[config.mk]
export PLATFORM = sky130hd
export DESIGN_NAME = instr_loader
export DESIGN_NICKNAME = d
export VERILOG_FILES = /design/src/rtl/instr_loader.sv
export SDC_FILE = /design/constraint.sdc
export NUM_CORES = 1
export LEC_CHECK = 0
export CAP_MARGIN = 30
export CORE_UTILIZATION = 40
export DETAILED_ROUTE_END_ITERATION = 6
export GPL_TIMING_DRIVEN = 0
export SYNTH_ARGS = -nofsm -noshare
export SYNTH_HDL_FRONTEND = slang
export SYNTH_SLANG_ARGS = --single-unit
[constraint.sdc]
create_clock -name clk -period 2.4 [get_ports clk]
set_input_delay 0.48 -clock clk [delete_from_list [all_inputs] [get_ports clk]]
set_output_delay 0.48 -clock clk [all_outputs]
set_load 0.02 [all_outputs]
[src/rtl/instr_loader.sv]
// instr_loader: writer side of the self-test instruction memory.
// Takes a byte stream over valid/ready. The first byte is a header giving the
// instruction count N. The following N*WORD_BYTES bytes are packed
// little-endian into words and written to RAM port A at addresses 0..N-1.
// Optional build macro: INSTR_LOADER_CHECKSUM_EN. When defined, one extra
// trailing byte must equal the XOR of every byte accepted before it, header
// included.
module instr_loader #(
  parameter int WORD_BYTES = 7,
  parameter int ADDR_W     = 6,
  parameter int DEPTH      = 64
) (
  input  logic                    clk,
  input  logic                    rst,
  input  logic                    in_valid,
  input  logic [7:0]              in_byte,
  output logic                    in_ready,
  output logic                    wea,
  output logic [ADDR_W-1:0]       addra,
  output logic [8*WORD_BYTES-1:0] dina,
  output logic                    load_done,
  output logic [ADDR_W:0]         instr_count,
  output logic [7:0]              status
);

  localparam int DW     = 8 * WORD_BYTES;
  localparam int BIDX_W = (WORD_BYTES > 1) ? $clog2(WORD_BYTES) : 1;

  localparam logic [BIDX_W-1:0] LAST_LANE = BIDX_W'(WORD_BYTES - 1);
  localparam logic [BIDX_W-1:0] LANE_ONE  = BIDX_W'(1);
  localparam logic [ADDR_W-1:0] WIDX_ONE  = ADDR_W'(1);
  localparam logic [ADDR_W:0]   CNT_ONE   = (ADDR_W + 1)'(1);
  localparam logic [8:0]        DEPTH_HDR = 9'(DEPTH);

  // Status codes shared with the self-test harness.
  localparam logic [7:0] STATUS_BUSY = 8'h00;
  localparam logic [7:0] STATUS_OK   = 8'h3E;
  localparam logic [7:0] STATUS_FAIL = 8'h21;

  localparam logic [2:0] ST_IDLE  = 3'd0;
  localparam logic [2:0] ST_LOAD  = 3'd1;
  localparam logic [2:0] ST_CHECK = 3'd2;
  localparam logic [2:0] ST_DONE  = 3'd3;
  localparam logic [2:0] ST_ERR   = 3'd4;

  logic [2:0]        state_r;
  logic [ADDR_W-1:0] word_idx_r;
  logic [BIDX_W-1:0] byte_idx_r;
  logic [DW-1:0]     word_buf_r;
`ifdef INSTR_LOADER_CHECKSUM_EN
  logic [7:0]        xor_r;
`endif

  logic          in_ready_s;
  logic          accept_s;
  logic          hdr_bad_s;
  logic          last_byte_s;
  logic          last_word_s;
  logic [DW-1:0] word_next_s;

  // Readiness depends on state alone so the upstream source never sees a
  // combinational path from its own valid back to ready.
  always_comb begin
    in_ready_s = 1'b0;
    case (state_r)
      ST_IDLE, ST_LOAD, ST_CHECK: in_ready_s = 1'b1;
      default:                    in_ready_s = 1'b0;
    endcase
  end

  assign in_ready    = in_ready_s;
  assign accept_s    = in_valid & in_ready_s;
  assign hdr_bad_s   = (in_byte == 8'h00) || ({1'b0, in_byte} > DEPTH_HDR);
  assign last_byte_s = (byte_idx_r == LAST_LANE);
  assign last_word_s = ({1'b0, word_idx_r} == (instr_count - CNT_ONE));

  // Current partial word with the incoming byte merged into lane byte_idx_r.
  always_comb begin
    word_next_s = word_buf_r;
    for (int k = 0; k < WORD_BYTES; k++) begin
      if (byte_idx_r == BIDX_W'(k)) begin
        word_next_s[8*k +: 8] = in_byte;
      end else begin
        word_next_s[8*k +: 8] = word_buf_r[8*k +: 8];
      end
    end
  end

  // Load sequencing: header check, word assembly, RAM write, final status.
  always_ff @(posedge clk) begin
    if (rst) begin
      state_r     <= ST_IDLE;
      word_idx_r  <= '0;
      byte_idx_r  <= '0;
      word_buf_r  <= '0;
      wea         <= 1'b0;
      addra       <= '0;
      dina        <= '0;
      load_done   <= 1'b0;
      instr_count <= '0;
      status      <= STATUS_BUSY;
`ifdef INSTR_LOADER_CHECKSUM_EN
      xor_r       <= 8'h00;
`endif
    end else begin
      wea <= 1'b0;
      case (state_r)
        ST_IDLE: begin
          if (accept_s) begin
`ifdef INSTR_LOADER_CHECKSUM_EN
            xor_r <= in_byte;
`endif
            if (hdr_bad_s) begin
              state_r   <= ST_ERR;
              status    <= STATUS_FAIL;
              load_done <= 1'b0;
            end else begin
              instr_count <= (ADDR_W + 1)'(in_byte);
              word_idx_r  <= '0;
              byte_idx_r  <= '0;
              state_r     <= ST_LOAD;
            end
          end
        end
        ST_LOAD: begin
          if (accept_s) begin
`ifdef INSTR_LOADER_CHECKSUM_EN
            xor_r <= xor_r ^ in_byte;
`endif
            if (last_byte_s) begin
              wea        <= 1'b1;
              addra      <= word_idx_r;
              dina       <= word_next_s;
              byte_idx_r <= '0;
              if (last_word_s) begin
`ifdef INSTR_LOADER_CHECKSUM_EN
                state_r   <= ST_CHECK;
`else
                state_r   <= ST_DONE;
                load_done <= 1'b1;
                status    <= STATUS_OK;
`endif
              end else begin
                // Only advanced for non-final words, so it stays within N-1.
                word_idx_r <= word_idx_r + WIDX_ONE;
              end
            end else begin
              word_buf_r <= word_next_s;
              byte_idx_r <= byte_idx_r + LANE_ONE;
            end
          end
        end
        ST_CHECK: begin
`ifdef INSTR_LOADER_CHECKSUM_EN
          if (accept_s) begin
            if (in_byte == xor_r) begin
              state_r   <= ST_DONE;
              load_done <= 1'b1;
              status    <= STATUS_OK;
            end else begin
              state_r   <= ST_ERR;
              load_done <= 1'b0;
              status    <= STATUS_FAIL;
            end
          end
`else
          // Unreachable without the checksum build; fail safe if entered.
          state_r   <= ST_ERR;
          load_done <= 1'b0;
          status    <= STATUS_FAIL;
`endif
        end
        ST_DONE: begin
          state_r <= ST_DONE;
        end
        ST_ERR: begin
          state_r <= ST_ERR;
        end
        default: begin
          state_r   <= ST_ERR;
          load_done <= 1'b0;
          status    <= STATUS_FAIL;
        end
      endcase
    end
  end

endmodule

==> results.md, run 1 <==
Worst hold path:
- The worst hold path begins at word_buf_r[21].
- The depth of the worst hold-timing path is 2.
- The hold path endpoint is dina[21].
- The type of the most critical hold path is flip-flop to flip-flop.

Finish:
- In the final layout, the share of cells above drive strength 1 is 0.107.
- The relative area change from synthesis to final layout is 31.5%.
- The finished layout holds 905 standard cells, fillers aside.
- 0 antenna diodes ended up in the layout.
- For this run, the post-layout net count is 730.
- The filler cells instantiated in the layout total 1202.
- The footprint of the multi-input gates is 2520 µm².
- The sequential cells in the finished layout cover a total of 2660 µm².
- With fillers left out, the area of the finished cells amounts to 7200 µm².

Setup path:
- The worst flop-to-flop path endpoint is status[0].
- The critical path capture point type is a flip-flop.
- By startpoint and endpoint, the worst setup path is classified as flip-flop to flip-flop.
- The critical path launch point type is a flip-flop.
- The flop-to-flop setup slack is about 120 ps.
- The critical path data required time is 2750 ps.
- For the worst flop-to-flop path, the logic depth is 8.
- The launching point of the worst reg2reg path is instr_count[0].
- Data arrives at the worst endpoint at around 2600 ps.
- Along the worst path, the maximum fanout reaches 7.

Logic synthesis:
- Synthesis instantiated 54 different standard cells from the library.
- The post-synthesis cell count is about 610.
- The fraction of synthesized cell area in xor and xnor cells is 0.00799.
- The proportion of register bits with asynchronous set or reset after synthesis is 0.
- Dividing the synthesized area by the synthesized cell count gives 9.00 µm².
- The biggest area contributor in the post-synthesis netlist is sky130_fd_sc_hd__dfxtp_1.
- Of the total synthesized cell area, the portion taken by full adders, half adders and majority gates is 0.00685.
- Ranked by instance count, the synthesized netlist is headed by sky130_fd_sc_hd__dfxtp_1, sky130_fd_sc_hd__nand2_1, sky130_fd_sc_hd__nor2_1.
- The count of synthesis-stage warnings from yosys is 0.
- The predominant post-synthesis flop cell is sky130_fd_sc_hd__dfxtp_1.
- After synthesis the cells add up to 5480 µm².
- The dominant combinational cell family by area after synthesis is simple AND/OR/NAND/NOR gates.
- The share of the synthesized area in compound gates (AO/OA/AOI/OAI) came to 0.112.
- By area the synthesized netlist is led by sky130_fd_sc_hd__dfxtp_1, sky130_fd_sc_hd__mux2i_1, sky130_fd_sc_hd__nand2_1, sky130_fd_sc_hd__nor2_1, sky130_fd_sc_hd__a21oi_1.
- The area share of and/or/nand/nor cells after synthesis is 0.200.
- The post-synthesis mux area share is 0.132.
- Yosys mapped a number of flops with a built-in enable equal to 0.
- The flip-flop and latch count after synthesis is 133.
- The sequential fraction of the synthesis area is 0.486.
- Among all cell types in the netlist, the one instantiated most often is sky130_fd_sc_hd__dfxtp_1.
- The share of the synthesized area in the top cell type is 0.486.

Timing:
- The slew at the pin closest to its max-slew limit is ~800 ps.
- The total of endpoints with negative setup slack in the final report is 0.
- The time the final worst path needs with I/O delays and setup is 2280 ps.
- Derived from the worst setup path, the maximum achievable clock frequency is about 0.44 GHz.
- The number of endpoints with negative hold slack in the final report is 0.
- The relative max-transition margin is 0.466.
- The fraction of the cycle the final worst path needs is 0.951.
- The worst path meets setup with 117 ps of slack.
- Clock skew on the completed layout was measured at between 5 and 6 ps.
- The total count of max-transition violations in the final report is 0.

Floorplanning:
- 91 I/O pins were placed.
- In this run the vertical extent of the chip is 119 µm.
- The standard cell core area is ~13000 µm².
- The starting density of the core is 0.412.
- The floorplan step defined a die boundary enclosing between 10000 and 15000 µm².
- The width of the die is 119 µm.
- In this run the core area contains 42 standard-cell rows.

Place:
- The congestion estimate from routability-driven global placement came to 0.846.
- Summed over all nets, the half-perimeter wirelength after detailed placement is about 9700 µm.
- The worst setup timing slack at the placement stage is -172 ps.
- After detailed placement, the total cell area comes to 6560 µm².
- The cell total after placement is 872.
- In this run the tool buffered the top-level ports with 86 buffer cells.

GRT:
- The via count of the first global-routing pass is around 4300.
- The remaining global-route overflow is 0.
- In the global route stage, overall resource usage came out at 0.207.
- The first global-routing pass estimated ~23000 µm of wire.
- The number of antenna violations at the first check in global routing is 0.
- The largest net degree at the start of global routing is 17.

Pwr:
- The maximum vdd drop is 0.000481 V.
- For this design the ratio of total power to cell area is 724 nW/µm².
- The leakage power is ~2.8 nW.

Route:
- After detailed routing, the number of remaining DRC violations is 0.
- The final routed wirelength across all metal layers is 14100 µm.
- The number of vias in the routed layout is 4554.
- The first routing iteration left 245 violations.
- In this run the remaining antenna-violating nets after routing total 0.
- The first-pass detailed-route iteration total is 5.
- The detail-routed net length per standard cell is 15.6 µm.
- The average via count per standard cell is around 5.

Clock network:
- The count of cells resized by post-cts repair is 0.
- The largest buffer count on any clock path is 2.
- The clock latency on the worst-skew pair is 420 ps.
- The clock slew seen by the registers of the worst setup and hold paths is 60 ps.
- The H-tree generated during clock tree synthesis spans 4 levels.
- The clock tree from TritonCTS is done.
- The clock tree root buffer cell is sky130_fd_sc_hd__clkbuf_16.
- The total clock sinks is 133.
- The TritonCTS buffer count is 17.

Outcome:
- The run finished with clean final reports.

Flow run:
- The number of violations of the max-capacitance limit is 0.
power breakdown:
part | internal (W) | total (W) | switching (W)
Combinational | 0.0000788 | 0.000233 | 0.000154
Clock | 0.00179 | 0.00275 | 0.000964
Sequential | 0.00222 | 0.00223 | 0.0000117
state kept, by name, summed over array words and instances (netlist names):
name,cells
dina,56
word_buf_r,48
instr_count,7
addra,6
word_idx_r,6
byte_idx_r,3
state_r,3
status,3
wea,1
cell usage in the layout (no fill, tap or decap), types with 3 or more instances in the layout:
master	synthesis	layout
sky130_fd_sc_hd__nand4_1	6	6
sky130_fd_sc_hd__buf_4	7	8
sky130_fd_sc_hd__or3_1	6	6
sky130_fd_sc_hd__inv_1	6	6
sky130_fd_sc_hd__dfxtp_1	133	133
sky130_fd_sc_hd__ha_1	3	3
sky130_fd_sc_hd__o21ai_0	6	6
sky130_fd_sc_hd__nand2_1	100	100
sky130_fd_sc_hd__nand3_1	5	5
sky130_fd_sc_hd__clkbuf_1	29	29
sky130_fd_sc_hd__nor2_1	83	83
sky130_fd_sc_hd__or4_1	3	3
sky130_fd_sc_hd__bufinv_16	0	4
sky130_fd_sc_hd__clkinv_2	0	4
sky130_fd_sc_hd__clkinvlp_4	0	3
sky130_fd_sc_hd__nor3_1	3	3
sky130_fd_sc_hd__buf_2	11	11
sky130_fd_sc_hd__a21oi_1	62	62
sky130_fd_sc_hd__nand2b_1	3	3
sky130_fd_sc_hd__clkbuf_16	0	17
sky130_fd_sc_hd__xor2_1	3	3
sky130_fd_sc_hd__mux2i_1	72	72
sky130_fd_sc_hd__clkdlybuf4s50_1	0	86
sky130_fd_sc_hd__a211oi_1	16	16
sky130_fd_sc_hd__nor3_2	3	3
sky130_fd_sc_hd__buf_6	5	5
kinds of logic (layout without fill, tap and decap cells):
family | Yosys count | after routing
mux | 72 | 72
simple gates | 235 | 235
compound gates | 100 | 100
buf+inv | 60 | 179
other cells | 1 | 2
flops | 133 | 133
xor+xnor | 5 | 5
fa+ha+maj | 3 | 3
worst max-delay path by stage:
stage,from,cells after the start,end
floorplan,instr_count[0],9,status[0]
global placement,in_byte[0],8,instr_count[3]
detailed placement,in_byte[0],8,instr_count[3]
CTS,byte_idx_r[1],7,word_buf_r[26]
global route,state_r[0],8,dina[26]
finish,instr_count[0],8,status[0]
layer usage:
metal	up-vias	wire length, µm	track usage
li1	2273	-	-
met1	2133	6720	0.279
met2	130	6490	0.324
met3	18	690	0.0517
met4	0	183	0.0657
met5	-	0	0
final cells by class:
class	instances	area share
multi-input cells	417	0.349
inverters	8	0.00417
plain buffers	52	0.0379
clock buffers	19	0.0629
flip-flops and latches	133	0.370
clock inverters	13	0.0250
well taps	176	0.0306
repair buffers	87	0.121
critical path, stage by stage (launching register included):
cell and delay [ps]:
sky130_fd_sc_hd__dfxtp_1 460, sky130_fd_sc_hd__inv_1 80, sky130_fd_sc_hd__ha_1 250, sky130_fd_sc_hd__nand2b_1 170, sky130_fd_sc_hd__o211a_1 140, sky130_fd_sc_hd__o31a_1 270, sky130_fd_sc_hd__nor4_1 460, sky130_fd_sc_hd__o211ai_1 210
sky130_fd_sc_hd__a21boi_1 170
through the flow:
| stage | TNS (ps) | total power, W | utilization | hold WS, ps |
|---|---|---|---|---|
| after floorplan | 0 | 0.00242 | - | 431 |
| after global placement | -1170 | 0.00251 | 0.494 | 439 |
| after detailed placement | -1830 | 0.00251 | 0.494 | 445 |
| after CTS | 0 | 0.00527 | 0.541 | 454 |
| after global routing | -1.28 | 0.00539 | 0.542 | 473 |
| final | 0 | 0.00522 | 0.542 | 452 |
what timing repair did:
item | CTS | global route
endpoints found under the hold margin | 0 | 0
hold buffers | 0 | 0
setup buffers | 0 | 1
pin swaps | 1 | 1
endpoints found under the setup margin | 1 | 9
(Power assumes the default switching activity.)
==> run 2: changes to the inputs <==
--- a/config.mk
+++ b/config.mk
@@ -9,6 +9,7 @@
 export CORE_UTILIZATION = 40
 export DETAILED_ROUTE_END_ITERATION = 6
 export GPL_TIMING_DRIVEN = 0
+export PLACE_DENSITY_LB_ADDON = 0.2
 export SYNTH_ARGS = -nofsm -noshare
 export SYNTH_HDL_FRONTEND = slang
 export SYNTH_SLANG_ARGS = --single-unit
==> constraint.sdc (replaced) <==
create_clock -name clk -period 2.5 [get_ports clk]
set_input_delay 0.5 -clock clk [delete_from_list [all_inputs] [get_ports clk]]
set_output_delay 0.5 -clock clk [all_outputs]
set_load 0.02 [all_outputs]
==> run 2 against run 1 <==
Total power down 5.1%. Clock skew is 4.8 ps higher. Utilization decreased by 0.16 points. Clock power is 6% lower. Fmax grew 2.1%. First-iteration DRC count is 1.6% lower. Sequential share of layout area grew 0.11 points. Design area shrank 0.30%. Global-route usage down 0.30 points. Final cell count decreased by 0.22%. Count of clock-buffer cells in the layout grew 1. Critical path type unchanged.
==> results.md, run 2 (same netlist as run 1, synthesis figures left out) <==
Pwr:
- The leakage power is 2.79 nW.
- The share of total power in the clock network is 0.523.
- Of the total power, the share spent switching nets is 0.210.
- The share of total power dissipated in combinational logic is 0.044.
- The maximum vdd drop is 0.000565 V.
- Overall power consumption after layout is estimated at 0.00495 W.
- The power per cell area is 689 nW/µm².
- Internal power comes to 0.00391 W.
- The share of total power dissipated in sequential elements is 0.433.
- The net switching power figure is 0.00104 W.

Timing:
- The total count of max-transition violations in the final report was 0.
- In this run the tightest slew margin relative to its limit is 0.508.
- The worst clock skew on the final layout is between 10 and 15 ps.
- The number of endpoints with negative hold slack in the final report was 0.
- The time the final worst path needs with I/O delays and setup is 2240 ps.
- Setup violations remaining at the end of the flow were counted as 0.
- The slew at the pin closest to its max-slew limit is 732 ps.
- Setup repair after global routing left no endpoint under its margin.
- In the finished design, the share of the clock period the worst path needs comes to 0.895.
- Derived from the worst setup path, the maximum achievable clock frequency is 0.447 GHz.

Finish:
- The final-stage net count is 730.
- The library cell used most frequently in the layout, excluding fill and tap cells, is sky130_fd_sc_hd__dfxtp_1.
- The largest registers in the layout are dina: 56 flops, word_buf_r: 48 flops, instr_count: 7 flops.
- In the final layout, the share of cells above drive strength 1 is 0.103.
- The footprint of the multi-input gates is 2520 µm².
- The top cell types in the final layout, fill and taps aside, are sky130_fd_sc_hd__dfxtp_1, sky130_fd_sc_hd__nand2_1, sky130_fd_sc_hd__clkdlybuf4s50_1, sky130_fd_sc_hd__nor2_1, sky130_fd_sc_hd__mux2i_1.
- The sequential cells in the finished layout cover a total of ~2700 µm².
- The number of antenna diodes in the final layout is 0.
- The finished cells cover 7180 µm².
- The number of flip-flops under the largest register name is 56.
- The most flop-heavy register is dina.
- The layout has between 1000 and 1500 filler cells.
- After the flow finishes, the layout carries non-filler instances totaling 903.
- The relative area change from synthesis to final layout is 31.1%.

Clock network:
- The clock latency on the worst-skew pair is 420 ps.
- The clock tree from TritonCTS is done.
- The clock slew seen by the registers of the worst setup and hold paths is 60 ps.
- The clock tree root buffer cell is sky130_fd_sc_hd__clkbuf_16.
- The longest clock path from root to sink contains 2 buffers.
- The tree built by TritonCTS fans out to 133 sinks.
- The H-tree was split into 4 levels.
- The TritonCTS buffer count is 17.

Route:
- In this run, the number of DRC markers left after iteration 0 of detailed routing was 241.
- After detailed routing, the number of remaining DRC violations is 0.
- The number of vias in the routed layout is around 4600.
- Dividing the detail-routed wire length by the instance count gives 15.2 µm.
- The average via count per standard cell is 5.07.
- The remaining antenna violation count is 0.
- The final routed wirelength across all metal layers is 13700 µm.
- The first detailed-routing pass ran for 7 iterations.

Setup path:
- The signal on the critical path passes through buf_4 -> nand2b_2 -> nor2_4 -> nand2_2 -> nor2_1 -> buf_2 -> buf_2 -> a211oi_1.
- The number of cells on the worst reg-to-reg path is 8.
- The critical path data required time is 2780 ps.
- The critical path crosses 8 cells after its start point.
- The critical path capture point type is a flip-flop.
- The worst-path maximum fanout is 10.
- In this design, the stage delay of the slowest critical-path cell is 490 ps.
- The slowest stage of the critical path belongs to the cell sky130_fd_sc_hd__nor2_1.
- In this design, the largest share of critical-path delay is due to simple AND/OR/NAND/NOR gates.
- The critical path data arrival time is 2520 ps.
- The flop-to-flop setup slack is 260 ps.
- The launching point of the worst reg2reg path is state_r[0].
- The number of buffers and inverters on the critical path is 3.
- The worst flop-to-flop path endpoint is dina[28].
- The worst setup path is of the flip-flop to flip-flop kind.
- The cell with the most instances on the worst path is sky130_fd_sc_hd__buf_2.
- Tracing the worst setup path back leads to its startpoint at state_r[0].
- The critical path launch point type is a flip-flop.
- Following the worst setup path forward leads to its endpoint at dina[28].

GRT:
- The first global-routing pass estimated 22500 µm of wire.
- The global-route usage over all layers is 0.204.
- Entering global routing, the biggest net connects 17 pins.
- The number of antenna violations at the first check in global routing is 0.
- The remaining global-route overflow is 0.
- The via count of the first global-routing pass was 4464.

Outcome:
- The flow ran to the end, and the final reports show no timing, DRC or antenna violations.

Floorplanning:
- The die is approximately 120 µm tall.
- The floorplan has between 40 and 50 rows.
- The standard cell core area is 13300 µm².
- The starting density of the core is 0.412.
- The number of ports placed on the die boundary is 91.
- The width of the die is 119 µm.
- The die area is between 10000 and 15000 µm².

Worst hold path:
- Along the worst hold path, the cell count comes to 2.
- The tightest min-delay check is of the flip-flop to flip-flop type.

Place:
- After detailed placement, the design holds a cell count of 872.
- The number of port buffers is 86.
- After legalization and detailed placement, the total HPWL measured approximately 9700 µm.
- At the end of routability-driven placement, the weighted congestion stood at 0.851.
- The placed instances occupy a cell area of between 6000 and 7000 µm².

Flow run:
- The number of violations of the max-capacitance limit is 0.
==> run 2: cell count changes in the layout (fill, tap and decap cells not counted), sizes merged <==
cell / change
clkbuf: +1
clkinv: -2
clkinvlp: -1
==> run 2: final cells by class <==
type,count,area share
flip-flops and latches,133,0.371
clock buffers,20,0.0636
well taps,176,0.0307
clock inverters,10,0.0216
inverters,8,0.00418
plain buffers,52,0.0380
repair buffers,87,0.121
multi-input cells,417,0.350
==> run 2: per-stage QoR <==
| stage | util | TNS, ps | hold slack [ps] | setup WS [ps] |
|---|---|---|---|---|
| after detailed placement | 0.494 | -252 | 446 | -55.8 |
| after CTS | 0.540 | 0 | 454 | 84.1 |
| after global placement | 0.494 | -120 | 439 | -29.1 |
| after floorplan | - | 0 | 431 | 450 |
| final | 0.540 | 0 | 453 | 263 |
| after global routing | 0.540 | 0 | 472 | 23.3 |
==> run 2: per-layer routing <==
metal	global-route usage	vias up	wire length, µm	part of all wire
li1	-	2274	-	-
met1	0.267	2182	6580	0.48
met2	0.330	105	6520	0.48
met3	0.0450	16	496	0.036
met4	0.0704	0	127	0.0093
met5	0	-	0	0
==> run 2: what timing repair did <==
item,CTS,global route
endpoints found under the hold margin,0,0
gates resized for setup,0,0
endpoints found under the setup margin,0,8
setup buffers,0,1
hold buffers,0,0
==> run 2: worst min-delay path: stages (launching register included) <==
cell,delay [ps]
sky130_fd_sc_hd__dfxtp_1,300
sky130_fd_sc_hd__nand2_1,50
sky130_fd_sc_hd__a21oi_1,50
==> run 2: power by group through the flow <==
stage	clock [W]	combinational, W	sequential, W
final	0.00259	0.000217	0.00215
after global routing	0.00272	0.000235	0.00215
after CTS	0.00263	0.000218	0.00214
after detailed placement	0	0.000217	0.00219
after global placement	0	0.000214	0.00219
after floorplan	0	0.000124	0.00220
==> run 2: worst min path at each step <==
| stage | startpoint | slack [ps] | endpoint |
|---|---|---|---|
| after floorplan | word_buf_r[32] | 430 | dina[32] |
| after global placement | word_buf_r[38] | 440 | dina[38] |
| after detailed placement | dina[21] | 450 | dina[21] |
| after CTS | dina[32] | 450 | dina[32] |
| after global routing | dina[1] | 470 | dina[1] |
| final | addra[2] | 450 | addra[2] |
==> RTL change 1: new RTL, flow settings as in run 1 <==
Set the parameter `ADDR_W` to 5 (it was 6).
--- a/src/rtl/instr_loader.sv
+++ b/src/rtl/instr_loader.sv
@@ -7,7 +7,7 @@
 // included.
 module instr_loader #(
   parameter int WORD_BYTES = 7,
-  parameter int ADDR_W     = 6,
+  parameter int ADDR_W     = 5,
   parameter int DEPTH      = 64
 ) (
   input  logic                    clk,
Interface: changed (resized addra and instr_count); port bits go from 91 to 89. No check against the original RTL was run, so the function may have changed too.
==> RTL change 1 against run 1 <==
- wire length shrank 8.3%
- worst setup slack gained 53 ps
- sequential cell count shrank 3
- clock power shrank 8.0%
- count of clock-buffer cells in the layout grew 1
- area after synthesis shrank 4.0%
- power shrank 5.4%
- sequential power shrank 2%
- utilization grew 0.29 points
- maximum frequency grew 2.4%
- cell area shrank 3.8%
- clock skew grew 1.4 ps
- critical endpoint is now word_idx_r[0]
- largest power group unchanged
- highest routed layer unchanged
==> RTL change 1: results <==
# TYPE chip_impl_metric gauge
chip_impl_metric{name="worstPathArrival",unit="ps"} 2580
chip_impl_metric{name="vias_per_cell",unit=""} 4.96
chip_impl_info{name="hold_path.class",value="in -> reg"} 1
chip_impl_metric{name="place_area",unit="µm²"} 6320
chip_impl_metric{name="final_layout_size_suffix_gt1_share",unit="%"} 9.70
chip_impl_metric{name="relSlewSlack",unit="%"} 49.5
chip_impl_metric{name="grt_first_pass_wirelength",unit="µm"} 20600
chip_impl_metric{name="drt_pass1_iterations",unit=""} 4
chip_impl_metric{name="post_synth_num_cell_types",unit=""} 53
chip_impl_metric{name="numPortBuffers",unit=""} 84
chip_impl_metric{name="first_global_vias",unit=""} 4200
chip_impl_metric{name="static-leakage-power",unit="µW"} 0.00251
chip_impl_metric{name="gp_congestion",unit=""} 0.805
chip_impl_metric{name="drt_iter0_markers",unit=""} 187
chip_impl_metric{name="met3_wirelength",unit="µm"} 506
chip_impl_metric{name="tightestPinTransition",unit="ps"} 752
chip_impl_metric{name="met1_length",unit="µm"} 5910
chip_impl_metric{name="avg_wl_per_cell",unit="µm"} 14.6
chip_impl_metric{name="post_synthesis_sequential_area_ratio",unit="%"} 49.5
chip_impl_info{name="critical-path-top-delay-family",value="simple AND/OR/NAND/NOR gates"} 1
chip_impl_metric{name="worstPathMaxFanout",unit=""} 9
chip_impl_info{name="largestRegisters",value="dina: 56 flops, word_buf_r: 48 flops, instr_count: 6 flops"} 1
chip_impl_metric{name="final_nets",unit=""} 712
chip_impl_info{name="outcome",value="completed"} 1
chip_impl_metric{name="vdd_drop_max",unit="mV"} 0.464
chip_impl_metric{name="detailed_place_hpwl",unit="µm"} 9020
RTL change 1: stage by stage:
step                      setup WS [ps]  std cells  util [%]
after floorplan                    76.8        594         -
after global placement             -405        850      49.7
after detailed placement           -392        850      49.7
after CTS                          55.2        883      54.4
after global routing               44.2        883      54.5
final                               170        883      54.5
RTL change 1: layer usage:
layer,global-route usage (%),vias to the layer above
li1,-,2215
met1,24.6,2069
met2,34.8,85
met3,3.79,15
met4,8.95,0
met5,0,-
RTL change 1: logic make-up (layout without fill, tap and decap cells):
group                      after synthesis  count (layout)  share of synthesized area, %
AOI/OAI and AO/OA                       98              98                          11.3
DFF                                    130             130                          49.5
muxes                                   65              65                          12.4
and+or+nand+nor                        233             233                          19.8
xor gates and xnor gates                 6               6                         0.999
other                                    1               2                        0.0713
adders and majority gates                3               3                         0.714
buffers and inverters                   57             174                          5.21
RTL change 1: worst reg2reg max path: cells and delay by family, from the launching register on:
family	cells	cell delay, ps
AOI/OAI and AO/OA	3	620
buffers and inverters	1	70
adders and majority gates	1	230
and+or+nand+nor	3	750
DFF	1	440
RTL change 1: path summary, 6_finish.rpt:
path | depth (start not counted) | from | slack, ps | endpoint
hold reg to reg | 2 | dina[23] | 450 | dina[23]
setup / recovery | 7 | in_byte[0] | 170 | word_idx_r[0]
hold / removal | 2 | rst | 360 | status[5]
setup reg to reg | 8 | instr_count[1] | 220 | word_idx_r[2]
RTL change 1: final cells by class:
class / count / area (µm²)
fill: 1238 / 5790
sequential: 130 / 2600
multi-input combinational: 407 / 2400
timing repair buffer: 85 / 848
clock buffer: 20 / 457
buffer: 51 / 255
tap: 172 / 215
clock inverter: 12 / 133
inverter: 6 / 22.5
RTL change 1: timing repair:
| item | CTS | global route |
|---|---|---|
| endpoints found under the hold margin | 0 | 0 |
| setup endpoints to repair | 10 | 50 |
| buffers inserted | 1 | 0 |
| hold buffers | 0 | 0 |
| pin swaps | 1 | 1 |
| gates resized for setup | 2 | 4 |
RTL change 1: where the power goes:
part / leakage [µW] / switching (µW) / internal (µW)
combinational: 0.00120 / 143 / 78.3
clock: 0.000271 / 947 / 1580
sequential: 0.00105 / 14.5 / 2170
==> RTL change 2: new RTL, settings of run 1 <==
Made on the original files. Register the output `instr_count` once more, cleared by the reset; this adds one clock of latency there. The other outputs are not delayed to match.
--- a/src/rtl/instr_loader.sv
+++ b/src/rtl/instr_loader.sv
@@ -43,6 +43,8 @@
   localparam logic [2:0] ST_DONE  = 3'd3;
   localparam logic [2:0] ST_ERR   = 3'd4;
 
+  logic [ADDR_W:0] instr_count_s0;
+
   logic [2:0]        state_r;
   logic [ADDR_W-1:0] word_idx_r;
   logic [BIDX_W-1:0] byte_idx_r;
@@ -72,7 +74,7 @@
   assign accept_s    = in_valid & in_ready_s;
   assign hdr_bad_s   = (in_byte == 8'h00) || ({1'b0, in_byte} > DEPTH_HDR);
   assign last_byte_s = (byte_idx_r == LAST_LANE);
-  assign last_word_s = ({1'b0, word_idx_r} == (instr_count - CNT_ONE));
+  assign last_word_s = ({1'b0, word_idx_r} == (instr_count_s0 - CNT_ONE));
 
   // Current partial word with the incoming byte merged into lane byte_idx_r.
   always_comb begin
@@ -97,7 +99,7 @@
       addra       <= '0;
       dina        <= '0;
       load_done   <= 1'b0;
-      instr_count <= '0;
+      instr_count_s0 <= '0;
       status      <= STATUS_BUSY;
 `ifdef INSTR_LOADER_CHECKSUM_EN
       xor_r       <= 8'h00;
@@ -115,7 +117,7 @@
               status    <= STATUS_FAIL;
               load_done <= 1'b0;
             end else begin
-              instr_count <= (ADDR_W + 1)'(in_byte);
+              instr_count_s0 <= (ADDR_W + 1)'(in_byte);
               word_idx_r  <= '0;
               byte_idx_r  <= '0;
               state_r     <= ST_LOAD;
@@ -185,5 +187,13 @@
     end
   end
 
+  always_ff @(posedge clk) begin
+    if (rst) begin
+      instr_count <= '0;
+    end else begin
+      instr_count <= instr_count_s0;
+    end
+  end
+
 endmodule
 
Check against the original RTL: not equivalent (Yosys sat finds a counterexample within 4 cycles, from zero or initial values and one cycle with rst high).
==> RTL change 2 against run 1 <==
- via count grew 7.1%
- wire length grew 6.9%
- worst setup slack lost 75 ps
- critical path depth down 1
- largest power group unchanged
- power up 0.69%
- cell area grew 2.5%
- area after synthesis increased by 1.5%
- critical endpoint is now word_idx_r[2]
- sequential cell count up 7
==> RTL change 2: results <==
# TYPE chip_impl_metric gauge
chip_impl_info{name="outcome",value="completed"} 1
chip_impl_info{name="crit_slowest_cell",value="sky130_fd_sc_hd__or4_4"} 1
chip_impl_info{name="synthTopCellsByCount",value="140 x sky130_fd_sc_hd__dfxtp_1, 120 x sky130_fd_sc_hd__nand2_1, 78 x sky130_fd_sc_hd__a21oi_1"} 1
chip_impl_metric{name="final_layout_size_suffix_gt1_share",unit="%"} 8.83
chip_impl_info{name="synth.top_cells.by_area",value="sky130_fd_sc_hd__dfxtp_1 50%, sky130_fd_sc_hd__mux2i_1 9.4%, sky130_fd_sc_hd__nand2_1 8.1%, sky130_fd_sc_hd__a21oi_1 7.0%, sky130_fd_sc_hd__nor2_1 5.0%"} 1
chip_impl_info{name="crit_start",value="in_byte[1]"} 1
chip_impl_metric{name="detailed_place_hpwl",unit="µm"} 10200
chip_impl_metric{name="critPathMaxStageDelay",unit="ps"} 550
chip_impl_metric{name="finalNonFillerCells",unit=""} 946
chip_impl_metric{name="n_fill_cell",unit=""} 1276
chip_impl_metric{name="gp_congestion",unit=""} 0.873
chip_impl_metric{name="worstPathArrival",unit="ps"} 2710
chip_impl_metric{name="postcts_resize_cnt",unit=""} 7
chip_impl_metric{name="reg2regPathDepth",unit=""} 7
chip_impl_metric{name="grt.total_usage",unit="%"} 21.9
chip_impl_metric{name="first_global_vias",unit=""} 4768
chip_impl_metric{name="worstPathMaxFanout",unit=""} 5
chip_impl_metric{name="post_synthesis_sequential_area_ratio",unit="%"} 50.4
chip_impl_metric{name="num_antenna_cells",unit=""} 0
chip_impl_metric{name="drt_iter0_markers",unit=""} 206
chip_impl_metric{name="final_nets",unit=""} 771
chip_impl_metric{name="post-cts-setup-buffers",unit=""} 3
chip_impl_info{name="timing.rr.start",value="state_r[0]"} 1
chip_impl_metric{name="vias_per_cell",unit=""} 5.16
chip_impl_metric{name="preCtsSetupSlack",unit="ps"} -504
chip_impl_metric{name="synth-seq-cells",unit=""} 140
chip_impl_metric{name="grt_first_pass_wirelength",unit="µm"} 24100
chip_impl_metric{name="post_synth_num_cell_types",unit=""} 48
chip_impl_metric{name="tightestPinTransition",unit="ps"} 794
chip_impl_metric{name="avg_wl_per_cell",unit="µm"} 15.9
chip_impl_metric{name="vdd_drop_max",unit="mV"} 0.464
chip_impl_info{name="min-delay-start",value="word_buf_r[32]"} 1
chip_impl_metric{name="static-leakage-power",unit="µW"} 0.00261
chip_impl_metric{name="clk-insertion-delay-late",unit="ps"} 420
chip_impl_metric{name="place.detailed.instances",unit=""} 910
chip_impl_info{name="largestRegisters",value="dina: 56 flops, word_buf_r: 48 flops"} 1
chip_impl_metric{name="synthCells",unit=""} 646
chip_impl_metric{name="skew",unit="ps"} 9.68
-- RTL change 2: worst max-delay path: cells and delay by family --
kind | cells | cell delay (ps)
simple gates | 3 | 1370
compound gates | 3 | 680
buf+inv | 1 | 180
-- RTL change 2: kinds of logic after synthesis --
kind of cell / count (synthesis) / synth area share (%)
AND/OR/NAND/NOR: 264 / 21.6
multiplexers: 52 / 9.36
flip-flops: 140 / 50.4
adder cells (fa/ha/maj): 3 / 0.675
XOR/XNOR: 6 / 0.945
AO/OA/AOI/OAI: 115 / 12.1
other: 1 / 0.0674
buffers and inverters: 65 / 4.84
-- RTL change 2: per-layer routing --
layer | global-route usage (%) | wire length [µm] | vias up
met5 | 0 | 0 | -
met4 | 7.89 | 299 | 0
met3 | 5.47 | 699 | 23
met2 | 35.5 | 7140 | 129
met1 | 27.9 | 6910 | 2322
li1 | - | - | 2403
-- RTL change 2: power by group --
group	internal, µW	switching (µW)
clock	1660	998
sequential	2340	13.8
combinational	79.5	162
-- RTL change 2: path summary, 6_finish.rpt --
path / end / slack (ps)
setup reg to reg: word_buf_r[17] / 160
setup / recovery: word_idx_r[2] / 40
hold / removal: dina[32] / 450
hold reg to reg: dina[32] / 450
-- RTL change 2: metrics by stage --
stage	instance area, µm²	hold WS [ps]	TNS [ps]	power [µW]
after floorplan	5570	431	0	2540
after global placement	6660	438	-11100	2630
after detailed placement	6660	445	-14470	2630
after CTS	7330	454	0	5300
after global routing	7380	476	-78.4	5440
final	7380	454	0	5250
-- RTL change 2: final cells by class --
class / instances / share of cell area [%]
sequential: 140 / 38.0
multi-input combinational: 443 / 34.7
timing repair buffer: 90 / 12.3
clock buffer: 18 / 5.95
buffer: 55 / 3.27
tap: 176 / 2.98
clock inverter: 14 / 2.29
inverter: 10 / 0.508
